<file path="config.mk">
export PLATFORM = sky130hd
export DESIGN_NAME = fp_normalize_round_flat
export DESIGN_NICKNAME = d
export VERILOG_FILES = /design/src/rtl/fp_normalize_round_pkg.sv /design/src/rtl/fp_normalize_round_if.sv /design/src/rtl/fp_round_rne.sv /design/src/rtl/fp_normalize_round.sv /design/src/flat_wrapper.sv
export SDC_FILE = /design/constraint.sdc
export NUM_CORES = 1
export LEC_CHECK = 0
export CAP_MARGIN = 10
export CELL_PAD_IN_SITES_DETAIL_PLACEMENT = 1
export CELL_PAD_IN_SITES_GLOBAL_PLACEMENT = 2
export CORE_ASPECT_RATIO = 1.2
export CORE_MARGIN = 3
export CORE_UTILIZATION = 33
export DETAILED_ROUTE_END_ITERATION = 16
export GPL_TIMING_DRIVEN = 1
export HOLD_SLACK_MARGIN = 0.08
export PLACE_DENSITY = 0.87
export SLEW_MARGIN = 25
export SYNTH_ARGS = -nofsm -noshare
export SYNTH_HDL_FRONTEND = slang
export SYNTH_SLANG_ARGS = --single-unit
</file>
<file path="constraint.sdc">
create_clock -name clk -period 2.6 [get_ports clk]
set_input_delay 0.52 -clock clk [delete_from_list [all_inputs] [get_ports clk]]
set_output_delay 0.52 -clock clk [all_outputs]
set_load 0.05 [all_outputs]
</file>
<file path="src/rtl/fp_normalize_round_pkg.sv">
// Shared definitions for the FP32 post-add normalize/round stage.
//   - Default field widths and exponent constants
//   - FSM state encoding
//   - Guard/round/sticky bundle
//   - exp_max(): all-ones biased exponent for a given exponent width
package fp_pkg;

  localparam int EXP_W_DEFAULT  = 8;
  localparam int FRAC_W_DEFAULT = 23;
  localparam int EXP_MAX        = (1 << EXP_W_DEFAULT) - 1;
  localparam int BIAS           = 127;

  typedef enum logic [2:0] {
    IDLE,
    NORM,
    SHR,
    SHL,
    ROUND,
    OUT
  } state_t;

  // Packed so that {g, r, s} lines up with a 3-bit GRS bus, g in the MSB.
  typedef struct packed {
    logic g;
    logic r;
    logic s;
  } grs_t;

  function automatic int exp_max(input int exp_w);
    return (1 << exp_w) - 1;
  endfunction

endpackage

</file>
<file path="src/rtl/fp_normalize_round_if.sv">
// Bus between the mantissa adder, the normalize/round stage and its consumer.
//   Upstream : in_valid/in_ready handshake carrying sign, z_flag, mant, GRS_in, exp_in
//   Downstream: out_valid/out_ready handshake carrying result and the three flags
// Modports:
//   master - the side that produces operands and consumes results
//   slave  - the normalize/round stage
interface fp_normalize_round_if
  import fp_pkg::*;
#(
  parameter int EXP_W  = EXP_W_DEFAULT,
  parameter int FRAC_W = FRAC_W_DEFAULT
);

  logic                    in_valid;
  logic                    in_ready;
  logic                    sign;
  logic                    z_flag;
  logic [FRAC_W+1:0]       mant;     // [FRAC_W+1]=carry, [FRAC_W]=hidden
  logic [2:0]              GRS_in;   // guard, round, sticky
  logic [EXP_W-1:0]        exp_in;

  logic                    out_valid;
  logic                    out_ready;
  logic [EXP_W+FRAC_W:0]   result;
  logic                    overflow;
  logic                    underflow;
  logic                    inexact;

  modport master (
    output in_valid, sign, z_flag, mant, GRS_in, exp_in, out_ready,
    input  in_ready, out_valid, result, overflow, underflow, inexact
  );

  modport slave (
    input  in_valid, sign, z_flag, mant, GRS_in, exp_in, out_ready,
    output in_ready, out_valid, result, overflow, underflow, inexact
  );

endinterface

</file>
<file path="src/rtl/fp_round_rne.sv">
// Round-to-nearest-even increment on a normalized (or denormal) significand.
// Ports:
//   mant_i    - hidden bit + fraction
//   grs_i     - guard/round/sticky below the LSB
//   mant_o    - rounded significand (wraps to zero when carry_o is set)
//   carry_o   - increment overflowed out of the hidden bit position
//   inexact_o - any discarded bit was nonzero
module fp_round_rne
  import fp_pkg::*;
#(
  parameter int FRAC_W = FRAC_W_DEFAULT
) (
  input  logic [FRAC_W:0] mant_i,
  input  grs_t            grs_i,
  output logic [FRAC_W:0] mant_o,
  output logic            carry_o,
  output logic            inexact_o
);

  logic round_up;

  always_comb begin
    // Ties (G=1, R=S=0) only round up when that makes the LSB even.
    round_up            = grs_i.g & (grs_i.r | grs_i.s | mant_i[0]);
    {carry_o, mant_o}   = {1'b0, mant_i} + (FRAC_W + 2)'(round_up);
    inexact_o           = |grs_i;
  end

endmodule

</file>
<file path="src/rtl/fp_normalize_round.sv">
// Post-add stage of the FP32 adder/subtractor: normalizes the raw adder
// output one bit per clock, rounds to nearest-even and packs an IEEE-754 word.
// Ports:
//   clk   - rising-edge clock
//   rst_n - asynchronous active-low reset
//   bus   - slave side of fp_normalize_round_if (operand in, result out)
// Flow: IDLE -> NORM -> {SHR | SHL*} -> ROUND -> OUT -> IDLE.
// Zero operands skip straight from IDLE to OUT with +0 and no flags.
module fp_normalize_round
  import fp_pkg::*;
#(
  parameter int EXP_W  = EXP_W_DEFAULT,
  parameter int FRAC_W = FRAC_W_DEFAULT
) (
  input  logic                 clk,
  input  logic                 rst_n,
  fp_normalize_round_if.slave  bus
);

  localparam int MANT_W = FRAC_W + 2;
  // One spare bit so exponent overflow after SHR/round carry is visible.
  localparam int EI_W   = EXP_W + 1;

  localparam logic [EI_W-1:0] EXP_ONE = EI_W'(1);
  localparam logic [EI_W-1:0] EXP_TWO = EI_W'(2);
  localparam logic [EI_W-1:0] EXP_INF = EI_W'(exp_max(EXP_W));

  state_t                 state_q;
  logic [MANT_W-1:0]      mant_q;
  grs_t                   grs_q;
  logic [EI_W-1:0]        exp_q;
  logic                   sign_q;
  logic                   in_ready_q;
  logic                   out_valid_q;
  logic [EXP_W+FRAC_W:0]  result_q;
  logic                   overflow_q;
  logic                   underflow_q;
  logic                   inexact_q;

  // ---------------------------------------------------------------------------
  // Rounding and packing of the current significand
  // ---------------------------------------------------------------------------
  logic [FRAC_W:0]        rnd_mant;
  logic                   rnd_carry;
  logic                   rnd_inexact;

  fp_round_rne #(
    .FRAC_W (FRAC_W)
  ) u_round (
    .mant_i    (mant_q[FRAC_W:0]),
    .grs_i     (grs_q),
    .mant_o    (rnd_mant),
    .carry_o   (rnd_carry),
    .inexact_o (rnd_inexact)
  );

  logic [EI_W-1:0]        exp_rnd_d;
  logic                   hidden_d;
  logic [FRAC_W-1:0]      frac_d;
  logic [EI_W-1:0]        exp_pack_d;
  logic [EXP_W+FRAC_W:0]  result_d;
  logic                   overflow_d;
  logic                   underflow_d;
  logic                   inexact_d;

  always_comb begin
    // NOTE: every output of this block gets a value on every path before any
    // conditional override, so no latch can be inferred.
    // A rounding carry means the significand was all ones: the shifted-right
    // value is 1.000..0, so only the exponent changes.
    exp_rnd_d   = rnd_carry ? exp_q + EXP_ONE : exp_q;
    hidden_d    = rnd_carry | rnd_mant[FRAC_W];
    frac_d      = rnd_mant[FRAC_W-1:0];
    // Without a hidden bit the value is denormal and encodes with exponent 0;
    // a denormal that rounds up to 2^-126 gains its hidden bit here.
    exp_pack_d  = hidden_d ? exp_rnd_d : '0;
    result_d    = {sign_q, exp_pack_d[EXP_W-1:0], frac_d};
    overflow_d  = 1'b0;
    inexact_d   = rnd_inexact;
    underflow_d = (exp_pack_d == '0) & rnd_inexact;
    if (exp_pack_d >= EXP_INF) begin
      result_d    = {sign_q, {EXP_W{1'b1}}, {FRAC_W{1'b0}}};
      overflow_d  = 1'b1;
      inexact_d   = 1'b1;
      underflow_d = 1'b0;
    end
  end

  // ---------------------------------------------------------------------------
  // Control FSM and shifter
  // ---------------------------------------------------------------------------
  // NOTE: all state updates use non-blocking assignments so every register
  // samples the pre-edge values of the others (the shift chains rely on it).
  always_ff @(posedge clk or negedge rst_n) begin
    if (!rst_n) begin
      state_q     <= IDLE;
      mant_q      <= '0;
      grs_q       <= '0;
      exp_q       <= '0;
      sign_q      <= 1'b0;
      in_ready_q  <= 1'b1;
      out_valid_q <= 1'b0;
      result_q    <= '0;
      overflow_q  <= 1'b0;
      underflow_q <= 1'b0;
      inexact_q   <= 1'b0;
    end else begin
      case (state_q)
        IDLE: begin
          if (bus.in_valid) begin
            in_ready_q <= 1'b0;
            sign_q     <= bus.sign;
            mant_q     <= bus.mant;
            grs_q      <= grs_t'(bus.GRS_in);
            // Exponent 0 is the denormal encoding of scale 2^-126, same as 1.
            exp_q      <= (bus.exp_in == '0) ? EXP_ONE : {1'b0, bus.exp_in};
            if (bus.z_flag || (bus.mant == '0 && bus.GRS_in == '0)) begin
              result_q    <= '0;
              overflow_q  <= 1'b0;
              underflow_q <= 1'b0;
              inexact_q   <= 1'b0;
              out_valid_q <= 1'b1;
              state_q     <= OUT;
            end else begin
              state_q <= NORM;
            end
          end
        end

        NORM: begin
          if (mant_q[FRAC_W+1]) begin
            state_q <= SHR;
          end else if (mant_q[FRAC_W] || exp_q == EXP_ONE) begin
            state_q <= ROUND;
          end else begin
            state_q <= SHL;
          end
        end

        SHR: begin
          mant_q  <= mant_q >> 1;
          grs_q   <= '{g: mant_q[0], r: grs_q.g, s: grs_q.r | grs_q.s};
          exp_q   <= exp_q + EXP_ONE;
          state_q <= ROUND;
        end

        SHL: begin
          // Guard bit re-enters the significand; sticky stays put because it
          // stands for every bit below it.
          mant_q <= {mant_q[MANT_W-2:0], grs_q.g};
          grs_q  <= '{g: grs_q.r, r: grs_q.s, s: grs_q.s};
          exp_q  <= exp_q - EXP_ONE;
          // Stop when the bit arriving at the hidden position is set, or the
          // exponent reaches the denormal floor.
          if (mant_q[FRAC_W-1] || exp_q == EXP_TWO) begin
            state_q <= ROUND;
          end
        end

        ROUND: begin
          mant_q      <= {1'b0, hidden_d, frac_d};
          exp_q       <= exp_rnd_d;
          result_q    <= result_d;
          overflow_q  <= overflow_d;
          underflow_q <= underflow_d;
          inexact_q   <= inexact_d;
          out_valid_q <= 1'b1;
          state_q     <= OUT;
        end

        OUT: begin
          if (bus.out_ready) begin
            out_valid_q <= 1'b0;
            in_ready_q  <= 1'b1;
            state_q     <= IDLE;
          end
        end

        default: begin
          out_valid_q <= 1'b0;
          in_ready_q  <= 1'b1;
          state_q     <= IDLE;
        end
      endcase
    end
  end

  assign bus.in_ready  = in_ready_q;
  assign bus.out_valid = out_valid_q;
  assign bus.result    = result_q;
  assign bus.overflow  = overflow_q;
  assign bus.underflow = underflow_q;
  assign bus.inexact   = inexact_q;

endmodule
</file>
<file path="src/flat_wrapper.sv">
// flat-port wrapper written by rule: the top's interface ports become plain ports
module fp_normalize_round_flat import fp_pkg::*;
#(
  parameter int EXP_W  = EXP_W_DEFAULT,
  parameter int FRAC_W = FRAC_W_DEFAULT
)
  (clk, rst_n, bus_in_valid, bus_sign, bus_z_flag, bus_mant, bus_GRS_in, bus_exp_in, bus_out_ready, bus_in_ready, bus_out_valid, bus_result, bus_overflow, bus_underflow, bus_inexact);
  fp_normalize_round_if #(.EXP_W(EXP_W), .FRAC_W(FRAC_W)) bus_i ();
  input  logic clk;
  input  logic rst_n;
  input wire logic [$bits(bus_i.in_valid)-1:0] bus_in_valid;
  input wire logic [$bits(bus_i.sign)-1:0] bus_sign;
  input wire logic [$bits(bus_i.z_flag)-1:0] bus_z_flag;
  input wire logic [$bits(bus_i.mant)-1:0] bus_mant;
  input wire logic [$bits(bus_i.GRS_in)-1:0] bus_GRS_in;
  input wire logic [$bits(bus_i.exp_in)-1:0] bus_exp_in;
  input wire logic [$bits(bus_i.out_ready)-1:0] bus_out_ready;
  output wire logic [$bits(bus_i.in_ready)-1:0] bus_in_ready;
  output wire logic [$bits(bus_i.out_valid)-1:0] bus_out_valid;
  output wire logic [$bits(bus_i.result)-1:0] bus_result;
  output wire logic [$bits(bus_i.overflow)-1:0] bus_overflow;
  output wire logic [$bits(bus_i.underflow)-1:0] bus_underflow;
  output wire logic [$bits(bus_i.inexact)-1:0] bus_inexact;
  assign bus_i.in_valid = bus_in_valid;
  assign bus_i.sign = bus_sign;
  assign bus_i.z_flag = bus_z_flag;
  assign bus_i.mant = bus_mant;
  assign bus_i.GRS_in = bus_GRS_in;
  assign bus_i.exp_in = bus_exp_in;
  assign bus_i.out_ready = bus_out_ready;
  assign bus_in_ready = bus_i.in_ready;
  assign bus_out_valid = bus_i.out_valid;
  assign bus_result = bus_i.result;
  assign bus_overflow = bus_i.overflow;
  assign bus_underflow = bus_i.underflow;
  assign bus_inexact = bus_i.inexact;
  fp_normalize_round #(.EXP_W(EXP_W), .FRAC_W(FRAC_W)) u_core (.clk(clk), .rst_n(rst_n), .bus(bus_i));
endmodule
</file>
# ---- Yosys cells after proc, flatten, opt, wreduce, memory -nomap -nowiden
# Cells that the tools add are included.
dict set report op_classes {
  div_mod_pow 0
  reduce_logical 24
  bitwise 8
  magnitude_cmp 1
  n_shift 0
  n_eq_ne 11
  muxes 35
  add_sub_neg 3
  mul 0
}
# operator count
set op_table {}
lappend op_table {{$pmux W25 S4} 1}
lappend op_table {{$mux W32} 2}
lappend op_table {{$pmux W32 S2} 1}
lappend op_table {{$pmux W9 S4} 1}
lappend op_table {{$mux W31} 1}
lappend op_table {{$mux W9} 3}
lappend op_table {{$add A24 B1 Y25} 1}
lappend op_table {{$logic_not A25 Y1} 1}
lappend op_table {{$mux W25} 1}
lappend op_table {{$mux W3} 7}
lappend op_table {{$pmux W3 S6} 1}
lappend op_table {{$reduce_and A3 Y1} 4}
lappend op_table {{$mux W1} 10}
lappend op_table {{$add A9 B1 Y9 const B} 1}
lappend op_table {{$eq A9 B1 Y1 const B} 1}
lappend op_table {{$eq A9 B2 Y1 const B} 1}
lappend op_table {{$ge A9 B8 Y1 const B} 1}
lappend op_table {{$logic_not A9 Y1} 1}
lappend op_table {{$pmux W3 S3} 1}
lappend op_table {{$sub A9 B1 Y9 const B} 1}
lappend op_table {{$logic_not A8 Y1} 1}
lappend op_table {{$mux W8} 1}
lappend op_table {{$eq A3 B2 Y1 const B} 2}
lappend op_table {{$eq A3 B3 Y1 const B} 2}
lappend op_table {{other kinds (19)} 35}
dict set report totals {
  out_inout_bits 37
  n_memories 0
  ff_bits 78
  ramBits 0
  wordCells 95
  romBits 0
  latch_bits 0
}

# ---- Depth between registers and ports, before layout
# Gate-level depths: netlist of run 1.
dict set report logic_depth {
  word_depth 10
  depth_mapped 10
  ltp_nobuf 8
}

# ---- By module
# A second synthesis of run 1 with hierarchy kept.
dict set report unflattened {
  hier_cells 558
  hier_area_um2 5086.1
}
# module n_inst area_each_um2 cells_each
set by_module_without_submodules {}
lappend by_module_without_submodules {fp_normalize_round 1 4613.2 491}
lappend by_module_without_submodules {fp_round_rne 1 473.0 67}

# ---- Least setup slack after synthesis of run 1
# Ideal clock, no wire load.
dict set report synth_timing {
  path_kind {register to register}
  startpoint {register u_core.exp_q[0]}
  endpoint {register u_core.result_q[23] (netlist: u_core.bus.result[23])}
  arrival_time_ns 2.180
  period_less_slack_ns 2.301
  path_stages_with_launch 9
  path_slack_ns 0.299
  n_path_buf 1
  setup_ns 0.121
  cell_sequence {dfrtp_1 ha_1 nand3_1 nor3_1 nand3_1 xor2_1 clkbuf_1 nand2_1 a22o_1}
}
dict set report synth_via {
  elab_chain_len 6
}
# item line_no
set synth_lines {}
lappend synth_lines {{from (decl)} fp_normalize_round.sv:31} ;# logic [EI_W-1:0] exp_q;
lappend synth_lines {{from (signal assigned)} fp_normalize_round.sv:116} ;# exp_q <= (bus.exp_in == '0) ? EXP_ONE : {1'b0, bus.exp_in};
lappend synth_lines {{from (signal assigned)} fp_normalize_round.sv:143} ;# exp_q <= exp_q + EXP_ONE;
lappend synth_lines {{from (signal assigned)} fp_normalize_round.sv:152} ;# exp_q <= exp_q - EXP_ONE;
lappend synth_lines {{$add A9 B1 Y9} fp_normalize_round.sv:71} ;# exp_rnd_d = rnd_carry ? exp_q + EXP_ONE : exp_q;
lappend synth_lines {{$mux W9 *} fp_normalize_round.sv:71}
lappend synth_lines {{$mux W9 *} fp_normalize_round.sv:76} ;# exp_pack_d = hidden_d ? exp_rnd_d : '0;
lappend synth_lines {{$ge A9 B8 Y1} fp_normalize_round.sv:81} ;# if (exp_pack_d >= EXP_INF) begin
lappend synth_lines {{$mux W31 *} fp_normalize_round.sv:81}
lappend synth_lines {{$pmux W32 S2 *} fp_normalize_round.sv:108} ;# case (state_q)
lappend synth_lines {{to (signal assigned)} fp_normalize_round.sv:163} ;# result_q <= result_d;
lappend synth_lines {{to (decl)} fp_normalize_round.sv:35} ;# logic [EXP_W+FRAC_W:0] result_q;
# Every way passes the cells marked *; elsewhere a longest branch is shown, timed or not.
# A chain may end at the register's enable or synchronous reset.

# ---- Final worst setup path of run 1
dict set report layout_timing {
  startpoint {input bus_GRS_in[2]}
  endpoint {register u_core.underflow_q (netlist: u_core.bus.underflow)}
}
dict set report layout_via {
  elab_chain_len 5
}
# item line_no
set layout_lines {}
lappend layout_lines {{from (decl)} flat_wrapper.sv:15} ;# input wire logic [$bits(bus_i.GRS_in)-1:0] bus_GRS_in;
lappend layout_lines {{$logic_not A3 Y1} fp_normalize_round.sv:117} ;# if (bus.z_flag || (bus.mant == '0 && bus.GRS_in == '0)) begin
lappend layout_lines {{$logic_and A1 B1 Y1} fp_normalize_round.sv:117}
lappend layout_lines {{$logic_or A1 B1 Y1} fp_normalize_round.sv:117}
lappend layout_lines {{$ne A2 B1 Y1 (no line)} -}
lappend layout_lines {{$reduce_and A3 Y1 (no line)} -}
lappend layout_lines {{to (signal assigned)} fp_normalize_round.sv:165} ;# underflow_q <= underflow_d;
lappend layout_lines {{to (decl)} fp_normalize_round.sv:37} ;# logic underflow_q;
# No other way between the ends.

==> impl_results.md, run 1 <==
* Post-synth cell types at 80
* Placed standard-cell area at 6790 sq um
* Port Buf Inserts at 78
* Fin area at 7100 sq um
* Final Setup Violations at 0
* FFs w/ async S/R, synth at 100%
* Vias post-DR at 5445
* Area of the core at roughly 16000 sq um
* # hold bufs at CTS at 0
* RD Place Congestion at 0.937
* Nets@finish at slightly below 800
* Post-synthesis sequential area ratio at 35.7%
* Final Skew at 0.00866 ns
* Worst-margin pin slew at 0.553 ns
* Status: completed
* Layout cells sized above 1 at around a fifth
* Maxcap violations at 0
* Htree depth at 3
* Die ar. at between 15000 and 20000 sq um
* CTS Buf Count at 9
* Hold Path Class: in2async
* Worst reg2reg setup slack at approximately 0.2 ns
* Post-CTS Repair Setup Buffers at 0
* Cells after synthesis at 645
* # fillers at 1913
* Critical path capture point type: flop
* Avg Inst Size Synth at 8.47 sq um
* VDD IR max at 0.475 mV
* Max Fclk at between 400 and 500 MHz
* Worst r2r dst: u_core.bus.result[10]
* ANT cells at 0
* HPWL Detailed at 15200 microns
* Ys Warns at 0
* CP arrival at 2.66 ns
* Vias in the first global route at 5779
* Area of the multi-input gates at 3230 sq um
* Grt ovf at 0
* Fin crit share at 93.3%
* Largest net degree at the start of global routing at 33
* Max Fanout on Critical Path at 15
* Dpl ws at -0.427 ns
* Die height at between 100 and 150 microns
* RR Startpoint: u_core.mant_q[12]
* Most frequent cells in the layout: nand2_1, clkdlybuf4s50_1, dfrtp_1, buf_4, o21ai_0
* CP Data Required Time at 2.83 ns
* Ports at 79
* Die Wd at 123 microns
* Wirelength, routed at 19800 microns
* Min Hold Slack at 0.118 ns
* Crit path max-delay cell type: clkdlybuf4s50_1
* Setup ws final at 0.175 ns
* Delay of the slowest critical-path stage at around 0.46 ns
* Leak Pwr at just under 3 nW
* Critical path buffers and inverters at 3
* Drt pass-1 iters at 5
* Max Root-Sink Buffers at 2
* Worst-path clk slew at around 0.07 ns
* Residual DRC at 0
* Final antenna-violating net count at 0
* Post-Synthesis Cell Area at around 5500 sq um
* Max-slew violation count at 0
* Worst slew margin at 62.9%
* CTS tree: yes
* Syn nets at 691
* Total Routing Usage GR at 22.3%
* Global-route wire length before repair at 32000 microns
* Most common cell after layout, fill and taps aside: nand2_1
* Final hold vios at 0
* Register bit total from synthesis at 78
* Critical setup path kind: in2reg
* Register area at 1950 sq um
* Main synth FF type: dfrtp_1
* Crit-path cells: clkdlybuf4s50_1 > nor4_2 > buf_4 > nand4_1 > o21bai_1 > a21oi_1 > nand2b_4 > buf_12 > a22oi_1 > o21ai_1
* Pwr Density at 1420 nW/um^2
* Via/cell ratio at approximately 5.7
* Number of flops mapped to enable cells by yosys at 0
* TritonCTS Sinks at just under 80
* Per-cell routed wire length at 20.7 microns
* Tmin final at 2.42 ns
* Clock Latency Late Sink at around 0.35 ns
* Final Core Density at 44.7%
* CP startpoint kind: input port
* Area growth syn-to-layout at 29.9%
* Rows at 50
* Setup crit start: bus_GRS_in[2]
* Largest delay contributor family on the critical path: buffers and inverters
* Starting DRT DRC Count at roughly 360
* Unrepaired setup endpoints after global routing: no
* Initial Util at about a third
* CTS root buf: clkbuf_16
* Antenna violations before repair at 0
* Reg2Reg Depth at 8
[report_power, final]
group	internal, W	leakage (nW)	switching, W
registers	0.00181	0.953	0.000681
logic	0.00244	1.82	0.00389
clock network	0.000658	0.133	0.000584
[registers in the layout (all words and copies together) (netlist names)]
register              flops
u_core.bus.in_ready       1
u_core.bus.inexact        1
u_core.bus.out_valid      1
u_core.bus.overflow       1
u_core.bus.result        32
u_core.bus.underflow      1
u_core.exp_q              9
u_core.grs_q              3
u_core.mant_q            25
u_core.sign_q             1
u_core.state_q            3
[through the flow]
stage          TNS (ns)  std cells  power, W
6_report              0        958    0.0101
5_1_grt               0        958    0.0108
2_1_floorplan         0        645   0.00657
3_5_place_dp     -13.13        942   0.00877
4_1_cts               0        958    0.0101
3_3_place_gp      -6.51        942   0.00857
[repair_timing]
action | 4_1_cts | 5_1_grt
setup endpoints to repair | 18 | 34
gates cloned | 0 | 0
gates resized for setup | 1 | 5
pin swaps | 0 | 3
[worst max-delay path by stage]
stage | depth (start not counted) | slack [ns] | to
floorplan | 8 | 0.30 | u_core.bus.result[23]
finish | 10 | 0.18 | u_core.bus.underflow
detailed placement | 10 | -0.43 | u_core.bus.underflow
global placement | 10 | -0.24 | u_core.bus.underflow
global route | 9 | 0.009 | u_core.bus.result[8]
CTS | 10 | 0.01 | u_core.bus.underflow
[kinds of logic (layout without fill, tap and decap cells)]
kind of cell | count (synthesis) | after routing | synth area share [%]
flip-flops | 78 | 78 | 35.7
multiplexers | 24 | 24 | 4.53
XOR/XNOR | 35 | 35 | 5.61
buffers and inverters | 72 | 177 | 5.66
AO/OA/AOI/OAI | 198 | 198 | 24.8
AND/OR/NAND/NOR | 234 | 234 | 22.8
adder cells (fa/ha/maj) | 4 | 4 | 0.916
[layout make-up]
class	count	area share [%]
Sequential cell	78	27.5
Clock buffer	9	3.17
Clock inverter	7	0.776
Inverter	14	0.740
Multi-Input combinational cell	495	45.5
Timing Repair Buffer	147	18.7
Tap cell	208	3.67
[Yosys cell counts, types with 3 or more instances]
cell | instances | area share, %
buf_1 | 3 | 0.21
nor3_1 | 16 | 1.5
dfrtp_1 | 77 | 35
o21ai_2 | 11 | 1.8
o221ai_1 | 5 | 0.80
mux2_2 | 6 | 1.2
nand2_1 | 79 | 5.4
xnor2_1 | 15 | 2.4
a21o_1 | 4 | 0.55
clkbuf_1 | 33 | 2.3
or2_2 | 3 | 0.34
o21a_1 | 4 | 0.55
a211oi_1 | 6 | 0.82
o211ai_1 | 6 | 0.82
a22oi_1 | 7 | 0.96
a21oi_1 | 42 | 3.8
o21ai_0 | 45 | 4.1
nor2b_1 | 8 | 0.92
o31ai_1 | 5 | 0.69
and2_1 | 4 | 0.46
a221oi_1 | 4 | 0.64
ha_1 | 4 | 0.92
o21ai_1 | 3 | 0.27
a22o_1 | 15 | 2.4
nand3_1 | 24 | 2.2
nor4_1 | 10 | 1.1
clkbuf_2 | 3 | 0.27
nor4_2 | 3 | 0.69
nand4_1 | 10 | 1.1
xor2_1 | 20 | 3.2
nor2_1 | 40 | 2.7
nor3b_1 | 5 | 0.69
nand2b_1 | 5 | 0.57
mux2i_1 | 18 | 3.3
buf_2 | 16 | 1.5
inv_1 | 14 | 0.96
o22ai_1 | 12 | 1.4
[metal layers]
metal	GRT usage, %	up-vias	routed length [microns]
li1	-	2552	-
met1	28.5	2733	8500
met2	38.3	127	10200
met3	2.19	33	658
met4	9.25	0	536
met5	0	-	0
No activity file was read; power rests on OpenSTA's default activity.
==> inputs of run 2 (changes only) <==
CORE_UTILIZATION = 36   (was 33)
PLACE_DENSITY = 0.94   (was 0.87)
SKIP_LAST_GASP = 1   (was default)
clock period = 3.1 ns   (was 2.6 ns; I/O delays follow)
==> impl_results.md, run 2 (synthesized netlist as in run 1, its figures left out) <==
* Status: completed
* Wirelength, routed at 19600 microns (-1.0%)
* Leak Pwr at 2.74 nW (-5.4%)
* Final antenna-violating net count at 0 (unchanged)
* CTS Buf Count at 9 (unchanged)
* Vias post-DR at 5386 (-1.1%)
* Crit-path cells: nand4_4 > nor3_2 > and3_1 > o311a_2 > o211ai_2 > nand2_2 > o21ai_0
* Nets@finish at 750 (-5.2%)
* CTS root buf: clkbuf_16
* Largest delay contributor family on the critical path: simple AND/OR/NAND/NOR gates
* Worst reg2reg setup slack at 0.20 ns (about the same)
* Layout cells sized above 1 at 13.4% (-5.2 points)
* Area of the multi-input gates at 3210 sq um (-0.58%)
* # hold bufs at CTS at 0 (unchanged)
* Global-route wire length before repair at 31400 microns (-1.8%)
* Area of the core at 14700 sq um (-7.8%)
* Setup crit start: u_core.grs_q[2]
* Met1 WL at 8150 microns (-4.0%)
* Max-slew violation count at 0 (unchanged)
* Ports at 79 (unchanged)
* Initial Util at 37.3% (+2.9 points)
* Setup_tns at 0 ns (unchanged)
* Drt pass-1 iters at 5 (unchanged)
* Critical setup path kind: reg2reg
* CP Data Required Time at 3.30 ns (+0.47 ns)
* TritonCTS Sinks at 78 (unchanged)
* Worst slew margin at 38.2% (-25 points)
* Register area at 1950 sq um (unchanged)
* Port Buf Inserts at 78 (unchanged)
* Max Root-Sink Buffers at 2 (unchanged)
* DR top layer: met4
* Fin area at 6850 sq um (-3.5%)
* CP arrival at 3.10 ns (+0.44 ns)
* Tmin final at between 2 and 3 ns
* Fin crit share at a little over nine tenths
* Max Fclk at 344 MHz
* Rows at 48 (-4.0%)
* Final Skew at 0.0119 ns (+0.00325 ns)
* Maxcap violations at 0 (unchanged)
* Per-cell routed wire length at 21.6 microns (+4.4%)
* HPWL Detailed at 14400 microns (-5.1%)
* Crit path max-delay cell type: dfrtp_1
* RR Startpoint: u_core.grs_q[2]
* CP Depth at 7 (-3)
* CP startpoint kind: flop
* Delay of the slowest critical-path stage at 0.54 ns (+0.08 ns)
* Largest net degree at the start of global routing at 79 (+140%)
* Die Wd at 118 microns (-4.0%)
* Setup ws final at 0.196 ns (+0.0209 ns)
* Critical path capture point type: flop
* Critical path buffers and inverters at 0 (-3)
* Total power at 0.00858 W (-15%)
* Worst-margin pin slew at 0.924 ns (+0.371 ns)
* WL met2 at 10000 microns (-1.2%)
* Vias in the first global route at 5655 (-2.1%)
* Residual DRC at 0 (unchanged)
* Dpl ws at 0.234 ns (+0.662 ns)
* CTS tree: yes
* Max Fanout on Critical Path at 14 (-1)
* Total Routing Usage GR at 23.6% (+1.3 points)
* Via/cell ratio at 5.93 (+4.4%)
* Critical path capture point: u_core.bus.result[9]
* Htree depth at 3 (unchanged)
* Most frequent cells in the layout: nand2_1, clkdlybuf4s50_1, dfrtp_1, o21ai_0, a21oi_1
* VDD IR max at 0.338 mV (-29%)
* Placed standard-cell area at 6460 sq um (-4.9%)
* RD Place Congestion at 0.952 (+1.6%)
* Clock Latency Late Sink at 0.35 ns (about the same)
* Antenna violations before repair at 0 (unchanged)
* Pwr Density at 1250 nW/um^2 (-12%)
* ANT cells at 0 (unchanged)
* Worst r2r dst: u_core.bus.result[9]
* Area growth syn-to-layout at 25.4%
* Worst-path clk slew at 0.07 ns (about the same)
* Starting DRT DRC Count at 458 (+26%)
* Unrepaired setup endpoints after global routing: no
* Die ar. at 16700 sq um (-8.0%)
* Final Setup Violations at 0 (unchanged)
* # fillers at 1775 (-7.2%)
* Largest register FFs at 32 (unchanged)
* Grt ovf at 0 (unchanged)
* Die height at 141 microns (-4.1%)
* Reg2Reg Depth at 7 (-1)
* Final hold vios at 0 (unchanged)
* DR WL met3 at 828 microns (+26%)
* Hold Path Class: in2async
* Most common cell after layout, fill and taps aside: nand2_1
-- run 2: cell types whose count changed in the layout (fill, tap and decap cells not counted), moves of 2 or more --
cell	before	now
buf_4	67	27
bufinv_16	0	5
inv_6	3	0
clkinvlp_4	2	0
-- run 2: worst min-delay path by stage --
stage                         from             endpoint  slack [ns]  cells past startpoint
3_3_place_gp   u_core.bus.in_ready  u_core.bus.in_ready        0.46                      2
6_report                     rst_n      u_core.grs_q[1]        0.29                      1
2_1_floorplan                rst_n   u_core.bus.inexact        0.32                      0
5_1_grt                      rst_n      u_core.grs_q[1]        0.38                      1
4_1_cts        u_core.bus.in_ready  u_core.bus.in_ready        0.48                      2
3_5_place_dp   u_core.bus.in_ready  u_core.bus.in_ready        0.47                      2
-- run 2: cell type report --
class	count	share of cell area [%]
multi-input combinational	495	46.8
tap	200	3.65
clock inverter	6	2.32
clock buffer	9	3.29
sequential	78	28.5
timing repair buffer	106	14.7
inverter	14	0.767
-- run 2: metal layers --
metal  global-route usage, %  vias to the layer above
li1                        -                     2468
met1                    29.2                     2727
met2                    41.5                      155
met3                    3.25                       36
met4                    9.76                        0
met5                       0                        -
-- run 2: power by group --
part	internal (W)	total [W]	switching (W)
clock network	0.000948	0.00142	0.000468
registers	0.00152	0.00227	0.000752
logic	0.00184	0.00490	0.00306
total	0.00430	0.00858	0.00428
-- run 2: metrics by stage --
stage	hold slack (ns)	instances	util [%]
5_1_grt	0.377	908	46.8
2_1_floorplan	0.324	645	-
6_report	0.292	908	46.8
3_3_place_gp	0.461	893	44.1
4_1_cts	0.480	908	46.7
3_5_place_dp	0.469	893	44.1
-- run 2: repair_timing --
action,in CTS,in global routing
endpoints found under the setup margin,0,1
resized for setup,0,1
setup buffers,0,0
==> inputs of run 3 (changes only) <==
SKIP_CTS_REPAIR_TIMING = 1   (was default)
==> results of run 3 <==
Same layout as run 2: the final DEF is identical, and so are final timing and power.
